## src/rtl/mult_pkg.sv

```systemverilog
// Shared definitions for the sequential shift-and-add multiplier.
package mult_pkg;

  typedef enum logic [1:0] {
    IDLE = 2'd0,
    RUN  = 2'd1,
    DONE = 2'd2
  } state_t;

  // Iteration counter width: wide enough to hold 0..n.
  function automatic int CNT_W(input int n);
    return $clog2(n + 1);
  endfunction

endpackage

```

## src/rtl/nbit_adder.sv

```systemverilog
// N-bit ripple-carry adder.
module nbit_adder #(
  parameter int N = 8
) (
  input  logic [N-1:0] a,
  input  logic [N-1:0] b,
  input  logic         cin,
  output logic [N-1:0] s,
  output logic         cout
);

  logic [N:0] c;

  // Bit-serial carry chain, LSB to MSB.
  always_comb begin
    c    = '0;
    s    = '0;
    c[0] = cin;
    for (int unsigned i = 0; i < N; i++) begin
      s[i]   = a[i] ^ b[i] ^ c[i];
      c[i+1] = (a[i] & b[i]) | (c[i] & (a[i] ^ b[i]));
    end
    cout = c[N];
  end

endmodule

```

## src/rtl/shift_add_multiplier.sv

```systemverilog
// Multi-cycle unsigned NxN multiplier: one shared N-bit adder, N shift-and-add
// iterations, start/busy/done handshake toward the control unit.
module shift_add_multiplier
  import mult_pkg::*;
#(
  parameter int N = 8
) (
  input  logic           clk,
  input  logic           rst,
  input  logic           start,
  input  logic [N-1:0]   a,
  input  logic [N-1:0]   b,
  output logic           busy,
  output logic           done,
  output logic [2*N-1:0] product
);

  localparam int CW = CNT_W(N);

  state_t state, next_state;

  logic [N-1:0]  m_reg;
  logic [N-1:0]  a_reg;
  logic [N-1:0]  q_reg;
  logic          c_reg;
  logic [CW-1:0] cnt;

  logic [N-1:0]  sum;
  logic          carry;
  logic          c_pre;
  logic [N-1:0]  a_pre;
  logic [N-1:0]  a_nxt;
  logic [N-1:0]  q_nxt;
  logic          last_iter;

  nbit_adder #(.N(N)) u_adder (
    .a    (a_reg),
    .b    (m_reg),
    .cin  (1'b0),
    .s    (sum),
    .cout (carry)
  );

  assign last_iter = (cnt == CW'(N - 1));
  assign busy      = (state == RUN);
  assign done      = (state == DONE);

  // Conditional add then right shift of {C,A,Q}, merged into one update.
  // c_reg is always zero between iterations, so it stands in for the 0 of the no-add path.
  always_comb begin
    c_pre = c_reg;
    a_pre = a_reg;
    if (q_reg[0]) begin
      c_pre = carry;
      a_pre = sum;
    end
    a_nxt = {c_pre, a_pre[N-1:1]};
    q_nxt = {a_pre[0], q_reg[N-1:1]};
  end

  // Next-state logic: DONE always returns to IDLE, start only matters in IDLE.
  always_comb begin
    next_state = state;
    case (state)
      IDLE:    if (start) next_state = RUN;
      RUN:     if (last_iter) next_state = DONE;
      DONE:    next_state = IDLE;
      default: next_state = IDLE;
    endcase
  end

  // State register.
  always_ff @(posedge clk or posedge rst) begin
    if (rst) state <= IDLE;
    else     state <= next_state;
  end

  // Datapath registers: operand capture, iteration, result load on entry to DONE.
  always_ff @(posedge clk or posedge rst) begin
    if (rst) begin
      m_reg   <= '0;
      a_reg   <= '0;
      q_reg   <= '0;
      c_reg   <= 1'b0;
      cnt     <= '0;
      product <= '0;
    end else begin
      case (state)
        IDLE: begin
          if (start) begin
            m_reg <= a;
            q_reg <= b;
            a_reg <= '0;
            c_reg <= 1'b0;
            cnt   <= '0;
          end
        end
        RUN: begin
          c_reg <= 1'b0;
          a_reg <= a_nxt;
          q_reg <= q_nxt;
          cnt   <= cnt + CW'(1);
          if (last_iter) product <= {a_nxt, q_nxt};
        end
        default: ;
      endcase
    end
  end

endmodule

```

## config.mk

```make
export PLATFORM = sky130hd
export DESIGN_NAME = shift_add_multiplier
export DESIGN_NICKNAME = d
export VERILOG_FILES = /design/src/rtl/mult_pkg.sv /design/src/rtl/nbit_adder.sv /design/src/rtl/shift_add_multiplier.sv
export SDC_FILE = /design/constraint.sdc
export NUM_CORES = 1
export LEC_CHECK = 0
export ABC_CLOCK_PERIOD_IN_PS = 9400
export BUFFER_PORTS_ARGS = -buffer_cell sky130_fd_sc_hd__clkbuf_2
export CAP_MARGIN = 5
export CORE_MARGIN = 2
export CORE_UTILIZATION = 59
export CTS_CLUSTER_DIAMETER = 40
export DETAILED_ROUTE_END_ITERATION = 8
export GPL_ROUTABILITY_DRIVEN = 0
export PLACE_DENSITY = 0.83
export SKIP_LAST_GASP = 1
export SLEW_MARGIN = 40
export SYNTH_ARGS = -nofsm -noshare
export SYNTH_HDL_FRONTEND = slang
export SYNTH_SLANG_ARGS = --single-unit
export TNS_END_PERCENT = 50
```

## constraint.sdc

```tcl
create_clock -name clk -period 9.4 [get_ports clk]
set_input_delay 1.88 -clock clk [delete_from_list [all_inputs] [get_ports clk]]
set_output_delay 1.88 -clock clk [all_outputs]
set_load 0.02 [all_outputs]
```

==> impl_metrics.json, run 1 <==
{
  "outcome": "complete, no violations",
  "cp_data_arrival_time_ps": 1920,
  "synth_top_family_by_area": "multiplexers",
  "slew_headroom_pct": 44.7,
  "grt_pass1_wl_um": 6420,
  "synth_cell_types": 27,
  "yosys.area_share.adder_pct": 7.63,
  "rr_worst_depth": 14,
  "finalMaxSlewViolations": 0,
  "hold_class": "reg -> reg",
  "yosysWarnings": 0,
  "netlist_area_um2": 2160,
  "rows": 22,
  "path_class": "reg -> out",
  "rr_endpoint": "product[14]$_DFFE_PP0P_",
  "io_buffers": 36,
  "cts_hold_buf": 0,
  "io_pins": 37,
  "clkLatencyLatePin_ps": 300,
  "cts_tree": "built",
  "die_area_um2": 4170,
  "rsz0062_at_grt": "false",
  "max_freq_ghz": 0.263,
  "grt_remaining_overflow": 0,
  "post_cts_resized": 0,
  "cp-endpoint": "busy",
  "hold_viol_final": 0,
  "start_kind": "flop",
  "tightestPinTransition_ps": 827,
  "drc": 0,
  "grtUsageTotal_pct": 20.8,
  "die_w_um": 64.6,
  "cp_slowest_cell": "dfrtp_1",
  "final_antenna_net_count": 0,
  "initial_utilization_pct": 60.0,
  "cts_root_buf": "clkbuf_8",
  "topRoutingLayerUsed": "met4",
  "postCtsSetupRepairBufs": 0,
  "synth_xor_area_share_pct": 0,
  "powerDensity_nw_per_um2": 360,
  "avgSynthCellArea_um2": 12.1,
  "endpoint_kind": "primary output",
  "grt_pass1_vias": 1318,
  "totalNegativeSetupSlack_ps": 0,
  "core_area_um2": 3610,
  "setup_viol": 0,
  "met2WireLength_um": 1880,
  "utilization_pct": 70.1,
  "syn_to_final_growth_pct": 16.8,
  "vias": 1411,
  "regToRegSetupSlack_ps": 5790,
  "syn_nets": 207,
  "setup.worst_path.start": "state[1]$_DFFE_PP0P_",
  "diodes": 0,
  "finClkSkew_ps": 12.3,
  "grt_max_degree": 47,
  "ir_drop_mv": 0.163,
  "htreeDepth": 2,
  "wl_per_cell_um": 14.5,
  "drt_iter0_markers": 94,
  "synthMuxAreaShare_pct": 13.8,
  "max-cap-violations": 0,
  "largest_reg_flops": 16,
  "p_leak_nw": 1.17,
  "antenna_found_initial": 0,
  "clk_pin_slew_ps": 80,
  "period_minus_slack_ps": 3800,
  "top_register": "product",
  "yosys.area_share.simple_pct": 8.32,
  "critPathMaxStageDelay_ps": 610,
  "drt_first_pass_iters": 4,
  "period_share_pct": 40.4,
  "via_per_inst": 5.34,
  "cts_buffers": 5,
  "r2r-start": "a_reg[0]$_DFFE_PP0P_",
  "critPathMaxFanout": 18,
  "final_layout_size_suffix_gt1_share_pct": 30.6,
  "wl_met1_um": 1700,
  "clockBufferDepth": 2,
  "final_nets": 243,
  "crit_chain": "nand2b_4 -> clkinv_1 -> clkbuf_2",
  "synth_compound_area_share_pct": 12.4,
  "hpwl_um": 2590,
  "wirelength_um": 3820,
  "ys_ff_latch": 46,
  "finalPower_mw": 0.909,
  "ys_seq_area_share_pct": 53.2,
  "synth_cells": 179,
  "dieHeight_um": 64.6,
  "wl_met3_um": 207,
  "clkSinkCount": 46,
  "cp.required_ps": 7520
}
## layer usage
layer / vias up / track usage, %
li1: 685 / -
met1: 681 / 28.8
met2: 40 / 31.3
met3: 5 / 7.29
met4: 0 / 6.38
met5: - / 0
## power breakdown
part           leakage, nW  internal (mW)  switching, mW  total, mW
sequential           0.563          0.290         0.0801      0.371
combinational        0.540          0.168          0.192      0.360
clock               0.0714          0.113         0.0659      0.179
total                 1.17          0.571          0.338      0.909
## cell type report
type                    instances  area (um2)
flip-flops and latches         46        1150
fillers                       254        1080
multi-input cells             109         918
repair buffers                 38         199
clock buffers                   6        82.6
clock inverters                 2        60.1
well taps                      48        60.1
inverters                      15        56.3
## synth_stat cells
cell / number / share of area (%)
a22oi_1: 7 / 2.4
a21oi_1: 11 / 2.5
mux2i_1: 4 / 1.8
clkbuf_1: 6 / 1.0
dfrtp_1: 46 / 53
nor3b_1: 1 / 0.35
o21bai_1: 1 / 0.35
fa_1: 7 / 6.5
nand2_1: 9 / 1.6
mux2_2: 16 / 8.3
o21ai_0: 16 / 3.7
nand2b_1: 3 / 0.87
nand2b_4: 1 / 0.64
buf_1: 1 / 0.17
o221a_2: 1 / 0.52
buf_4: 1 / 0.35
a22o_1: 7 / 2.8
mux2_1: 7 / 3.6
nor2_1: 4 / 0.69
nor3_4: 1 / 0.75
clkinv_1: 1 / 0.17
inv_1: 14 / 2.4
nand4_1: 1 / 0.29
nor3b_2: 1 / 0.58
nor2b_1: 9 / 2.6
ha_1: 2 / 1.2
buf_6: 1 / 0.52
## cell usage in the layout (no fill, tap or decap)
| cell | netlist | final |
|---|---|---|
| a21oi_1 | 11 | 11 |
| a22o_1 | 7 | 7 |
| a22oi_1 | 7 | 7 |
| buf_4 | 1 | 1 |
| buf_6 | 1 | 1 |
| bufinv_16 | 0 | 2 |
| clkbuf_2 | 0 | 36 |
| clkbuf_8 | 0 | 6 |
| clkinv_1 | 1 | 2 |
| dfrtp_1 | 46 | 46 |
| fa_1 | 7 | 7 |
| ha_1 | 2 | 2 |
| inv_1 | 14 | 13 |
| mux2_1 | 7 | 7 |
| mux2_2 | 16 | 16 |
| mux2i_1 | 4 | 4 |
| nand2_1 | 9 | 9 |
| nand2b_1 | 3 | 3 |
| nand2b_4 | 1 | 1 |
| nand4_1 | 1 | 1 |
| nor2_1 | 4 | 4 |
| nor2b_1 | 9 | 9 |
| nor3_4 | 1 | 1 |
| nor3b_1 | 1 | 1 |
| nor3b_4 | 0 | 1 |
| o21ai_0 | 16 | 16 |
| o21bai_1 | 1 | 1 |
| o221a_2 | 1 | 1 |
## how the worst min path moves through the flow
stage,start,end,slack [ps],cells after the start
after detailed placement,product[1]$_DFFE_PP0P_,product[1]$_DFFE_PP0P_,480,1
after global routing,product[1]$_DFFE_PP0P_,product[1]$_DFFE_PP0P_,510,1
final,product[1]$_DFFE_PP0P_,product[1]$_DFFE_PP0P_,490,1
after floorplan,a_reg[2]$_DFFE_PP0P_,a_reg[2]$_DFFE_PP0P_,470,2
after global placement,product[13]$_DFFE_PP0P_,product[13]$_DFFE_PP0P_,470,1
after CTS,product[1]$_DFFE_PP0P_,product[1]$_DFFE_PP0P_,500,1
## worst max-delay path: cells and delay by family, from the launching register on
kind | cells | cell delay [ps]
buffers and inverters | 2 | 740
AND/OR/NAND/NOR | 1 | 270
flip-flops | 1 | 610
## through the flow
| step | std cells | setup WS (ps) | hold slack (ps) | cell area (um2) |
|---|---|---|---|---|
| 2_1_floorplan | 179 | 6010 | 472 | 2160 |
| 3_3_place_gp | 255 | 5940 | 469 | 2370 |
| 3_5_place_dp | 255 | 5870 | 481 | 2370 |
| 4_1_cts | 263 | 5620 | 500 | 2520 |
| 5_1_grt | 264 | 5490 | 507 | 2530 |
| 6_report | 264 | 5600 | 493 | 2530 |
## cell families after synthesis
family,after synthesis
mux,27
flops,46
fa+ha+maj,9
buf+inv,24
compound gates,43
simple gates,30
(Power assumes the default switching activity.)
==> run 2: changes to the inputs <==
--- a/config.mk
+++ b/config.mk
@@ -5,15 +5,15 @@
 export SDC_FILE = /design/constraint.sdc
 export NUM_CORES = 1
 export LEC_CHECK = 0
-export ABC_CLOCK_PERIOD_IN_PS = 9400
+export ABC_CLOCK_PERIOD_IN_PS = 3660
 export BUFFER_PORTS_ARGS = -buffer_cell sky130_fd_sc_hd__clkbuf_2
 export CAP_MARGIN = 5
 export CORE_MARGIN = 2
-export CORE_UTILIZATION = 59
+export CORE_UTILIZATION = 55
 export CTS_CLUSTER_DIAMETER = 40
 export DETAILED_ROUTE_END_ITERATION = 8
 export GPL_ROUTABILITY_DRIVEN = 0
-export PLACE_DENSITY = 0.83
+export PLACE_DENSITY = 0.78
 export SKIP_LAST_GASP = 1
 export SLEW_MARGIN = 40
 export SYNTH_ARGS = -nofsm -noshare
==> constraint.sdc (replaced) <==
create_clock -name clk -period 3.66 [get_ports clk]
set_input_delay 0.732 -clock clk [delete_from_list [all_inputs] [get_ports clk]]
set_output_delay 0.732 -clock clk [all_outputs]
set_load 0.02 [all_outputs]
==> run 2 against run 1 <==
Net effect:
- register-to-register slack got worse by 5600 ps
- sequential cell count unchanged
- worst hold slack got worse by 100 ps
- highest routed layer unchanged
- clock skew decreased by 8.2 ps
- die area increased by 6.8%
- final area decreased by 1.5%
- combinational power increased to 2.6 times the previous value
- final cell count decreased by 0.38%
- non-clock buffer count increased by 1
- total power increased by 140%
==> impl_metrics.json, run 2 (synthesis results as in run 1) <==
{
  "outcome": "complete, no violations",
  "ir_drop_mv": 0.443,
  "hpwl_um": 3070,
  "clk_pin_slew_ps": 80,
  "core_area_um2": 3720,
  "r2r-start": "m_reg[0]$_DFFE_PP0P_",
  "clock_power_share_pct": 13.8,
  "top_register": "product",
  "grt_remaining_overflow": 0,
  "io_buffers": 36,
  "path_class": "reg -> reg",
  "powerDensity_nw_per_um2": 885,
  "finalMaxSlewViolations": 0,
  "placedCellCount": 256,
  "htreeDepth": 2,
  "slew_headroom_pct": 59.8,
  "regToRegSetupSlack_ps": 160,
  "cp_slowest_cell": "fa_1",
  "seqPwrFrac_pct": 43.4,
  "syn_to_final_growth_pct": 15.0,
  "cp-endpoint": "product[14]$_DFFE_PP0P_",
  "cts_root_buf": "clkbuf_8",
  "largest_reg_flops": 16,
  "via_per_inst": 5.64,
  "final_common_cell": "dfrtp_1",
  "path_depth": 14,
  "cts_buffers": 5,
  "pwr-share-comb_pct": 42.8,
  "final_cell_mix": "dfrtp_1 (46), clkbuf_2 (36), mux2_2 (16), o21ai_0 (16), inv_1 (13)",
  "max-cap-violations": 0,
  "critPathMaxFanout": 2,
  "cp_num_buf_inv": 4,
  "cts_tree": "built",
  "p_sw_mw": 0.870,
  "cp.required_ps": 3840,
  "drt_first_pass_iters": 4,
  "dieHeight_um": 66.7,
  "rsz0062_at_grt": "false",
  "finClkSkew_ps": 4.05,
  "grt_pass1_vias": 1501,
  "die_w_um": 66.7,
  "die_area_um2": 4450,
  "antenna_found_initial": 0,
  "vias": 1484,
  "final_nets": 244,
  "period_minus_slack_ps": 3500,
  "clkLatencyLatePin_ps": 290,
  "rows": 22,
  "wl_per_cell_um": 16.2,
  "worst_hold_slack_ps": 389,
  "setup.worst_path.start": "m_reg[0]$_DFFE_PP0P_",
  "setup_viol": 0,
  "period_share_pct": 95.6,
  "rr_endpoint": "product[14]$_DFFE_PP0P_",
  "grtUsageTotal_pct": 22.6,
  "final_area_um2": 2490,
  "final_layout_size_suffix_gt1_share_pct": 32.1,
  "drc": 0,
  "io_pins": 37,
  "fin_ws_ps": 160,
  "rr_worst_depth": 14,
  "hold_class": "in -> async",
  "critPathMaxStageDelay_ps": 430,
  "diodes": 0,
  "tightestPinTransition_ps": 603,
  "max_freq_ghz": 0.286,
  "place_ws_ps": 51.9,
  "final_antenna_net_count": 0,
  "wirelength_um": 4250,
  "p_sw_share_pct": 39.5,
  "drt_iter0_markers": 75,
  "cp_data_arrival_time_ps": 3680,
  "crit_chain": "ha_1 -> inv_1 -> fa_2 -> fa_1 -> inv_1 -> fa_1 -> inv_1 -> fa_1 -> inv_1 -> fa_2 -> fa_2 -> fa_1 -> mux2_2 -> mux2_1",
  "endpoint_kind": "flop",
  "clkSinkCount": 46,
  "initial_utilization_pct": 58.2,
  "internal_power_mw": 1.33,
  "crit_family": "adder cells",
  "hold_viol_final": 0,
  "totalNegativeSetupSlack_ps": 0,
  "p_leak_nw": 1.15,
  "placed_area_um2": 2380,
  "fin_cells": 263,
  "grt_max_degree": 33,
  "grt_pass1_wl_um": 7270,
  "start_kind": "flop",
  "clockBufferDepth": 2
}
[run 2: timing repair]
action / 4_1_cts / 5_1_grt
setup endpoints to repair: 0 / 1
resized for setup: 0 / 3
hold buffers: 0 / 0
buffers inserted: 0 / 1
[run 2: final cells by class]
cell class	count	area, um2
multi-input cells	109	930
inverters	15	56.3
repair buffers	39	210
flip-flops and latches	46	1150
well taps	48	60.1
clock buffers	6	82.6
fillers	287	1230
[run 2: through the flow]
stage | util (%) | total power, mW
after floorplan | - | 1.61
after global placement | 63.7 | 1.81
after detailed placement | 64.1 | 1.90
after CTS | 66.3 | 2.21
after global routing | 67.0 | 2.39
final | 67.0 | 2.20
[run 2: power groups by stage]
stage	logic, mW	clock network, mW	registers, mW
floorplan	0.605	0	1.00
global placement	0.868	0	0.940
detailed placement	0.936	0	0.964
CTS	0.941	0.314	0.953
global route	1.05	0.341	0.992
finish	0.943	0.303	0.957
[run 2: routing by layer]
layer / vias up / wire length (um) / GRT usage (%)
met5: - / 0 / 0
met4: 0 / 69 / 7.65
met3: 7 / 171 / 6.08
met2: 34 / 2200 / 37.3
met1: 759 / 1810 / 28.9
li1: 684 / - / -
[run 2: worst min-delay path by stage]
stage / start / end / slack (ps) / depth (start not counted)
floorplan: a_reg[2]$_DFFE_PP0P_ / a_reg[2]$_DFFE_PP0P_ / 470 / 2
global route: rst / q_reg[6]$_DFFE_PP0P_ / 390 / 2
detailed placement: product[11]$_DFFE_PP0P_ / product[11]$_DFFE_PP0P_ / 470 / 1
finish: rst / q_reg[6]$_DFFE_PP0P_ / 390 / 2
CTS: rst / q_reg[5]$_DFFE_PP0P_ / 390 / 2
global placement: product[12]$_DFFE_PP0P_ / product[12]$_DFFE_PP0P_ / 470 / 1
==> run 3: changes to the inputs <==
--- a/config.mk
+++ b/config.mk
@@ -8,7 +8,6 @@
 export ABC_CLOCK_PERIOD_IN_PS = 3660
 export BUFFER_PORTS_ARGS = -buffer_cell sky130_fd_sc_hd__clkbuf_2
 export CAP_MARGIN = 5
-export CORE_MARGIN = 2
 export CORE_UTILIZATION = 55
 export CTS_CLUSTER_DIAMETER = 40
 export DETAILED_ROUTE_END_ITERATION = 8
==> run 3 against run 2 <==
Net effect:
- critical path depth unchanged
- final cell count is the same
- fmax rose by 0.38%
- clock power about the same
- register-to-register slack about the same
- critical path type unchanged
==> impl_metrics.json, run 3 (synthesis results as in run 1) <==
{
  "outcome": "complete, no violations",
  "wl_per_cell_um": 14.8,
  "grt_pass1_wl_um": 6870,
  "cp_data_arrival_time_ps": 3670,
  "clockBufferDepth": 2,
  "period_minus_slack_ps": 3490,
  "drc": 0,
  "utilization_pct": 66.8,
  "totalNegativeSetupSlack_ps": 0,
  "vias": 1419,
  "top_register": "product",
  "crit_family": "adder cells",
  "grtUsageTotal_pct": 22.0,
  "p_leak_nw": 1.15,
  "slew_headroom_pct": 45.9,
  "io_buffers": 36,
  "cp.required_ps": 3840,
  "syn_to_final_growth_pct": 14.7,
  "start_kind": "flop",
  "rsz0062_at_grt": "false",
  "drt_iter0_markers": 93,
  "max-cap-violations": 0,
  "finClkSkew_ps": 2.66,
  "dieHeight_um": 64.7,
  "cp_num_buf_inv": 4,
  "critPathMaxStageDelay_ps": 440,
  "rows": 22,
  "tightestPinTransition_ps": 810,
  "finalMaxSlewViolations": 0,
  "grt_max_degree": 47,
  "via_per_inst": 5.40,
  "cp_slowest_cell": "fa_1",
  "setup_viol": 0,
  "max_freq_ghz": 0.287,
  "hold_viol_final": 0,
  "initial_utilization_pct": 58.2,
  "final_nets": 244,
  "wirelength_um": 3900,
  "largest_reg_flops": 16,
  "cts_hold_buf": 0,
  "die_area_um2": 4190,
  "antenna_found_initial": 0,
  "final_layout_size_suffix_gt1_share_pct": 31.6,
  "drt_first_pass_iters": 4,
  "path_class": "reg -> reg",
  "diodes": 0,
  "clk_pin_slew_ps": 80,
  "die_w_um": 64.7,
  "final_cell_mix": "dfrtp_1 (46), clkbuf_2 (36), mux2_2 (16), o21ai_0 (16), inv_1 (13)",
  "hold_class": "reg -> reg",
  "endpoint_kind": "flop",
  "clkSinkCount": 46,
  "cts_root_buf": "clkbuf_8",
  "final_common_cell": "dfrtp_1",
  "grt_pass1_vias": 1515,
  "powerDensity_nw_per_um2": 878,
  "finalPower_mw": 2.18,
  "io_pins": 37,
  "htreeDepth": 2,
  "period_share_pct": 95.3,
  "cts_tree": "built",
  "nFillCells": 289,
  "final_antenna_net_count": 0,
  "clkLatencyLatePin_ps": 290,
  "hpwl_um": 2820,
  "crit_chain": "ha_1 -> inv_1 -> fa_2 -> fa_1 -> inv_1 -> fa_1 -> inv_1 -> fa_1 -> inv_1 -> fa_2 -> fa_2 -> fa_1 -> mux2_2 -> mux2_1",
  "grt_remaining_overflow": 0,
  "core_area_um2": 3720,
  "critPathMaxFanout": 3,
  "cts_buffers": 5,
  "ir_drop_mv": 0.480
}
==> run 3: cell types whose count changed in the layout (fill, tap and decap cells not counted) <==
cell      delta
o21bai_2     -1
o21bai_1     +1
buf_8        -1
buf_6        +1
==> run 3: worst paths after layout <==
| kind | from | to | slack (ps) | depth (start not counted) |
|---|---|---|---|---|
| min in group asynchronous | rst | product[7]$_DFFE_PP0P_ | 550 | 3 |
| max in group asynchronous | rst | product[2]$_DFFE_PP0P_ | 2730 | 3 |
| min reg2reg | product[2]$_DFFE_PP0P_ | product[2]$_DFFE_PP0P_ | 490 | 1 |
| max reg2reg | a_reg[0]$_DFFE_PP0P_ | product[14]$_DFFE_PP0P_ | 170 | 14 |
| max | a_reg[0]$_DFFE_PP0P_ | product[14]$_DFFE_PP0P_ | 170 | 14 |
| min | product[2]$_DFFE_PP0P_ | product[2]$_DFFE_PP0P_ | 490 | 1 |
==> run 3: final cells by class <==
type                    count  area [um2]  area share [%]
multi-input cells         109         926            37.3
repair buffers             39         206            8.32
well taps                  48        60.1            2.42
clock buffers               6        82.6            3.33
flip-flops and latches     46        1150            46.4
inverters                  15        56.3            2.27
==> run 3: repair_timing <==
action / CTS / global route
endpoints found under the hold margin: 0 / 0
buffers inserted: 0 / 0
gates resized for setup: 0 / 3
setup endpoints to repair: 0 / 1
==> run 3: report_power, final <==
| part | internal [mW] | switching (mW) |
|---|---|---|
| clock | 0.146 | 0.154 |
| sequential | 0.746 | 0.204 |
| combinational | 0.441 | 0.489 |
| total | 1.33 | 0.847 |
==> run 3: metrics by stage <==
stage,setup slack [ps],instance area [um2],hold slack (ps),cells
after global routing,28.8,2480,523,263
after global placement,194,2370,469,256
final,173,2480,488,263
after CTS,62.3,2470,494,263
after floorplan,265,2160,472,179
after detailed placement,70.9,2390,476,257
==> run 3: worst reg2reg max path, cell delays in order, from the launching register on <==
cell     delay, ps
dfrtp_1        400
ha_1           180
inv_1           70
fa_2           190
fa_1           160
inv_1           50
fa_1           360
inv_1           80
fa_1           150
inv_1           50
fa_2           330
fa_2           340
fa_1           440
mux2_2         280
mux2_1         290
==> run 3: per-layer routing <==
| layer | share of wire (%) | up-vias | GRT usage [%] |
|---|---|---|---|
| li1 | - | 686 | - |
| met1 | 44 | 701 | 28.2 |
| met2 | 52 | 23 | 37.6 |
| met3 | 3.1 | 9 | 3.87 |
| met4 | 1.6 | 0 | 7.50 |
| met5 | 0 | - | 0 |
